File: src/rtl/conv_row_serializer.sv
// conv_row_serializer
// Takes one full convolution output row per handshake (ROW_LEN parallel
// pixels) and re-emits it as a raster pixel stream, one pixel per clock.
// Two row slots in ping-pong let the producer refill one slot while the
// other drains. Row/frame markers come from the read-side column and row
// counters.

module conv_row_serializer #(
   parameter int ROW_LEN  = 24,
   parameter int ROWS     = 24,
   parameter int DATA_BIT = 8
) (
   input  logic                         clk,
   input  logic                         rst,
   input  logic [ROW_LEN*DATA_BIT-1:0]  in_row,
   input  logic                         in_valid,
   output logic                         in_ready,
   output logic [DATA_BIT-1:0]          out_data,
   output logic                         out_valid,
   input  logic                         out_ready,
   output logic                         out_eol,
   output logic                         out_eof
);

   localparam int COL_W = (ROW_LEN > 1) ? $clog2(ROW_LEN) : 1;
   localparam int ROW_W = (ROWS > 1) ? $clog2(ROWS) : 1;
   localparam logic [COL_W-1:0] COL_LAST = COL_W'(ROW_LEN - 1);
   localparam logic [ROW_W-1:0] ROW_LAST = ROW_W'(ROWS - 1);

   typedef logic [DATA_BIT-1:0] pixel_t;

   // Row storage: slot index is the ping-pong pointer, second index the column.
   pixel_t           slot_q [2][ROW_LEN];

   logic [1:0]       count_q, count_d;
   logic             wr_ptr_q, wr_ptr_d;
   logic             rd_ptr_q, rd_ptr_d;
   logic [COL_W-1:0] col_q, col_d;
   logic [ROW_W-1:0] row_q, row_d;

   logic             accept;
   logic             xfer;
   logic             row_done;

   // All outputs decode registered state only; no input reaches an output
   // combinationally, so this block can sit between two timing-closed stages.
   assign in_ready  = (count_q != 2'd2);
   assign out_valid = (count_q != 2'd0);
   assign out_eol   = out_valid & (col_q == COL_LAST);
   assign out_eof   = out_eol & (row_q == ROW_LAST);
   assign out_data  = out_valid ? slot_q[rd_ptr_q][col_q] : '0;

   assign accept    = in_valid & in_ready;
   assign xfer      = out_valid & out_ready;
   assign row_done  = xfer & (col_q == COL_LAST);

   // Next-state logic for pointers, occupancy and the raster position.
   // NOTE: every signal gets a default at the top so no path leaves it
   // unassigned; otherwise synthesis would infer a latch.
   always_comb begin
      count_d  = count_q;
      wr_ptr_d = wr_ptr_q;
      rd_ptr_d = rd_ptr_q;
      col_d    = col_q;
      row_d    = row_q;

      if (accept) begin
         wr_ptr_d = ~wr_ptr_q;
      end

      if (xfer) begin
         col_d = row_done ? '0 : col_q + 1'b1;
      end

      if (row_done) begin
         rd_ptr_d = ~rd_ptr_q;
         row_d    = (row_q == ROW_LAST) ? '0 : row_q + 1'b1;
      end

      // Accept and release in the same cycle cancel out; the pointers
      // still both advance above.
      case ({accept, row_done})
         2'b10:   count_d = count_q + 2'd1;
         2'b01:   count_d = count_q - 2'd1;
         default: count_d = count_q;
      endcase
   end

   // Control state register with synchronous reset.
   // NOTE: sequential state uses non-blocking assignments so every register
   // samples the pre-edge values regardless of statement order.
   always_ff @(posedge clk) begin
      if (rst) begin
         count_q  <= 2'd0;
         wr_ptr_q <= 1'b0;
         rd_ptr_q <= 1'b0;
         col_q    <= '0;
         row_q    <= '0;
      end else begin
         count_q  <= count_d;
         wr_ptr_q <= wr_ptr_d;
         rd_ptr_q <= rd_ptr_d;
         col_q    <= col_d;
         row_q    <= row_d;
      end
   end

   // Capture an accepted row into the write slot.
   // NOTE: the slot array is deliberately not reset; its contents are only
   // observable after a row has been written, and out_data is forced to 0
   // while the buffer is empty.
   always_ff @(posedge clk) begin
      if (accept) begin
         for (int k = 0; k < ROW_LEN; k++) begin
            slot_q[wr_ptr_q][k] <= in_row[k*DATA_BIT +: DATA_BIT];
         end
      end
   end

endmodule
File: config.mk
export PLATFORM = sky130hd
export DESIGN_NAME = conv_row_serializer
export DESIGN_NICKNAME = d
export VERILOG_FILES = /design/src/rtl/conv_row_serializer.sv
export SDC_FILE = /design/constraint.sdc
export NUM_CORES = 1
export LEC_CHECK = 0
export ABC_AREA = 1
export BUFFER_PORTS_ARGS = -buffer_cell sky130_fd_sc_hd__buf_2
export CORE_MARGIN = 2
export CORE_UTILIZATION = 50
export CTS_CLUSTER_SIZE = 16
export DETAILED_ROUTE_END_ITERATION = 10
export HOLD_SLACK_MARGIN = 0.08
export PLACE_DENSITY = 0.73
export SLEW_MARGIN = 20
export SYNTH_ARGS = -nofsm -noshare
export SYNTH_HDL_FRONTEND = slang
export SYNTH_SLANG_ARGS = --single-unit
export TNS_END_PERCENT = 5
File: constraint.sdc
create_clock -name clk -period 10.3 [get_ports clk]
set_input_delay 1.03 -clock clk [delete_from_list [all_inputs] [get_ports clk]]
set_output_delay 1.03 -clock clk [all_outputs]
set_load 0.02 [all_outputs]
==> Word-level counts from Yosys, hierarchy flattened <==
Memory sizes are Yosys's and may differ from the RTL's. A register that Yosys moved wholly into a read port is not among the register bits.
Index checks and enable logic that the tools add are counted.
{ "word_totals": {"reg_bits": 14, "mem_bits_rw": 384, "in_bits": 196, "out_inout_bits": 12, "word_cells": 37, "n_memories": 1} }
{ "mem_list": {"columns": ["memory", "depth", "word_bits", "rd", "rd_clocked_by_memory_dff", "write_ports", "line", "text"], "rows": [
  ["slot_q", 2, 192, 1, 1, 1, "33", "pixel_t slot_q [2][ROW_LEN];"]
]} }
{ "classes": {"n_addsub": 4, "n_lt_le_gt_ge": 1, "n_eq_ne": 5, "muxes": 11, "n_bitwise": 8, "reduce_logical": 2} }
{ "ops": {"columns": ["operator", "n"], "rows": [
  ["$bmux W8 S5", 1],
  ["$mux W8", 3],
  ["$add A5 B1 Y5 const B", 2],
  ["$eq A5 B5 Y1 const B", 2],
  ["$mux W5", 2],
  ["$ge A6 B6 Y1 const B", 1],
  ["$not A5 Y6", 1],
  ["$and A1 B1 Y1", 5],
  ["$mux W1", 4],
  ["$pmux W2 S2", 1],
  ["$reduce_bool A2 Y1", 2],
  ["$add A2 B1 Y2 const B", 1],
  ["$eq A2 B1 Y1 const B", 1],
  ["$eq A2 B2 Y1 const B", 1],
  ["$ne A2 B2 Y1 const B", 1],
  ["$not A1 Y1", 2],
  ["$sub A2 B1 Y2 const B", 1]
]} }

==> Depth between registers and ports, before layout <==
{ "depth": {"word_depth": 5, "ltp_mapped": 15} }

==> Least setup slack after synthesis <==
OpenSTA, ideal clock, no wires.
{ "synth_path": {"path_kind": "in2reg", "startpoint": "input in_valid", "endpoint": "memory slot_q[1][0] (netlist name), enable pin", "setup_time_ns": 0.749, "arrival_time_ns": 9.115, "setup_slack_ns": 0.437, "path_stages": 2, "path_buffers": 0, "path_cell_list": "nand2_1 -> nor2_1"} }
{ "synth_between": {"elab_chain_len": 3} }
{ "synth_rtl": {"columns": ["item", "line", "text"], "rows": [
  ["start, declared", "16", "input logic in_valid,"],
  ["$and A1 B1 Y1", "53", "assign accept = in_valid & in_ready;"],
  ["$mux W1", "113", "if (accept) begin"],
  ["$mux W1 (implied by the code)", "115", "slot_q[wr_ptr_q][k] <= in_row[k*DATA_BIT +: DATA_BIT];"],
  ["end, declared", "33", null]
]} }
No other way between the ends.

==> qor.csv <==
metric;value;unit
outcome;finished clean;
max-slew violation count;0;
die width;190.4;um
fin crit period;4.837;ns
CTS tree;built;
first-pass GRT wire length;64780;um
Row Count;68;
PostCTS Resize Cnt;0;
reg2reg setup slack;7.32;ns
hold buffers post-CTS;0;
Leak;0.009205;uW
Logic pwr share;8.2;%
vias in the first global route;11730;
Tot GR Track Use;23.50;%
Netlist cell types;28;
GP Congestion;0.8019;
drt first pass iters;5;
top cells by count, synth;nand2_1 (632), edfxtp_1 (384), inv_1 (333), nand3_1 (225), buf_2 (54);
Int Power;2876;uW
Synth Area per Inst;9.961;sq um
DP Area;18730;sq um
Die Area;36250;sq um
boundary pin count;208;
CP Data Required Time;9.27;ns
Setup crit end kind;output port;
Final Skew;0.01074;ns
Top FF cell, synth;edfxtp_1;
setup TNS;0;ns
Vias/cell;5.093;
Reg2Reg Depth;6;
syn nets;1943;
Layout area overhead;15.98;%
routed wire length per instance;17.73;um
Crit path arrival time;3.81;ns
final hold violation count;0;
antenna violations before repair;0;
Setup crit start kind;flop;
Post-CTS Setup Inserts;0;
Final setup violation count;0;
RSZ-0062 raised after global routing;false;
Psw;848.0;uW
Async S/R FF share, synth;0;%
Inserted Clock Buffers;42;
ant diodes;0;
Worst Min Path Start;rd_ptr_q$_SDFFE_PP0P_;
crit path kind;flop to output port;
#FFs+latches synth;399;
cell with the most instances after synthesis;nand2_1;
slowest CP cell;buf_6;
Switching Fraction;22.77;%
HP Class;flop to flop;
Critical Path Max Stage Delay;0.75;ns
Sequential Power Share;51.6;%
pwr dens;184.8;nW/um^2
Port Buffers;207;
Cells on Worst Hold Path;1;
Synth Warn #;0;
routed wire length;42890;um
CP max FO;115;
cell taking the most area after synthesis;edfxtp_1;
layout cells sized above 1;14.56;%
CTS Sinks;399;
Clk pwr share;40.2;%
fin nets;2131;
Worst-path clk slew;0.06;ns
via count;12320;
EDFF count, synth;384;
H-tree Lvls;2;
clock latency at the later pin of the worst-skew pair;0.54;ns
fmax;206.7;MHz
CTS root buf;clkbuf_16;
CP delay by family, top;buffers and inverters;
die height;190.4;um
Syn Inst Count;1744;
Clock Path Buffers;3;
pin count of the biggest net entering global routing;193;
Synth area leaders;edfxtp_1 (66%), nand2_1 (14%), inv_1 (7.2%);
CP Cell Sequence;buf_16 > inv_6 > buf_6 > nand2_1 > nand2_1 > nand2_1 > nand3_1 > nand3_1 > nand2_1 > nand2_1 > nand3_1 > nand2_1 > inv_1 > buf_2;
Worst Tran Pin Value;1.095;ns
worst reg2reg path startpoint;count_q[0]$_SDFFE_PP0P_;
core box area;34370;sq um
Iter 0 DRT Violations;1301;
Max VDD drop;0.0001396;V
Antenna Violating Nets Remaining;0;
Tot Pwr;3724;uW
post-route cell area;20150;sq um
area share of the largest cell type after synthesis;66.38;%
DP Wirelength;27090;um
most numerous cell on the critical path;nand2_1;
Rel. slew slack;27.02;%
# DRC;0;
Worst R2R End;slot_q[1][170]$_DFFE_PP_;
max-cap viol count;0;
starting density of the core;50.54;%
grt ovf;0;
fillcell total;2915;
crit path buf inv count;5;
sequential-to-total area share from yosys stat;68.11;%
Netlist Area Pre-Place;17370;sq um
crit share post-route;46.96;%
-- logic make-up (layout without fill, tap and decap cells) --
kind of cell | Yosys count | after routing | share of synthesized area (%)
compound gates | 29 | 29 | 0.8932
xor+xnor | 1 | 1 | 0.05043
fa+ha+maj | 3 | 3 | 0.2161
buf+inv | 412 | 632 | 9.392
flops | 399 | 399 | 68.11
simple gates | 900 | 900 | 21.34
-- metrics by stage --
step	util [%]	setup WS (ns)	hold slack, ns	cells
6_report	58.62	5.463	0.4557	2419
5_1_grt	58.62	5.136	0.4935	2419
4_1_cts	58.46	5.310	0.4489	2417
3_5_place_dp	54.50	5.909	0.4387	2341
3_3_place_gp	54.48	5.647	0.4215	2341
2_1_floorplan	-	0.4366	0.4255	1744
-- sequential cells by signal, indices dropped and copies added, names as in the netlist, named ones only --
signal	cells
col_q	5
count_q	2
rd_ptr_q	1
row_q	5
slot_q	384
wr_ptr_q	1
-- how the worst max path moves through the flow --
stage | to | slack [ns] | cells past startpoint
CTS | out_data[1] | 5.31 | 12
global placement | out_data[1] | 5.65 | 13
detailed placement | out_data[1] | 5.91 | 12
global route | out_data[7] | 5.14 | 14
floorplan | slot_q[1][0]$_DFFE_PP_ | 0.44 | 2
finish | out_data[0] | 5.46 | 14
-- placed cells by master, fill, tap and decap left out, types with 11 or more instances in the layout --
cell type and instances:
nand3_1 225, dfxtp_1 13, a21oi_1 11, nor2_1 26
nand2_1 632, buf_2 207, inv_1 333, clkinv_1 15
clkbuf_16 45, edfxtp_1 384, o21ai_0 14
-- metal layers --
layer	up-vias	share of wire, %	track usage, %
li1	5918	-	-
met1	5808	41	32.88
met2	527	47	37.69
met3	66	10	4.914
met4	0	2.0	5.993
met5	-	0	0
-- layout make-up --
type	instances	area (sq um)	area share, %
Timing Repair Buffer	218	1175	5.831
Tap cell	455	569.3	2.826
Inverter	338	1277	6.340
Sequential cell	399	11840	58.76
Clock buffer	52	1152	5.719
Clock inverter	24	206.4	1.025
Multi-Input combinational cell	933	3929	19.50
-- power groups by stage --
stage	clock network, uW	logic (uW)	registers [uW]
5_1_grt	1580	340	1930
2_1_floorplan	0	173	1970
3_5_place_dp	0	303	1960
6_report	1500	305	1920
3_3_place_gp	0	296	1950
4_1_cts	1520	304	1920
Note: power is estimated with default switching activity, not from simulation.
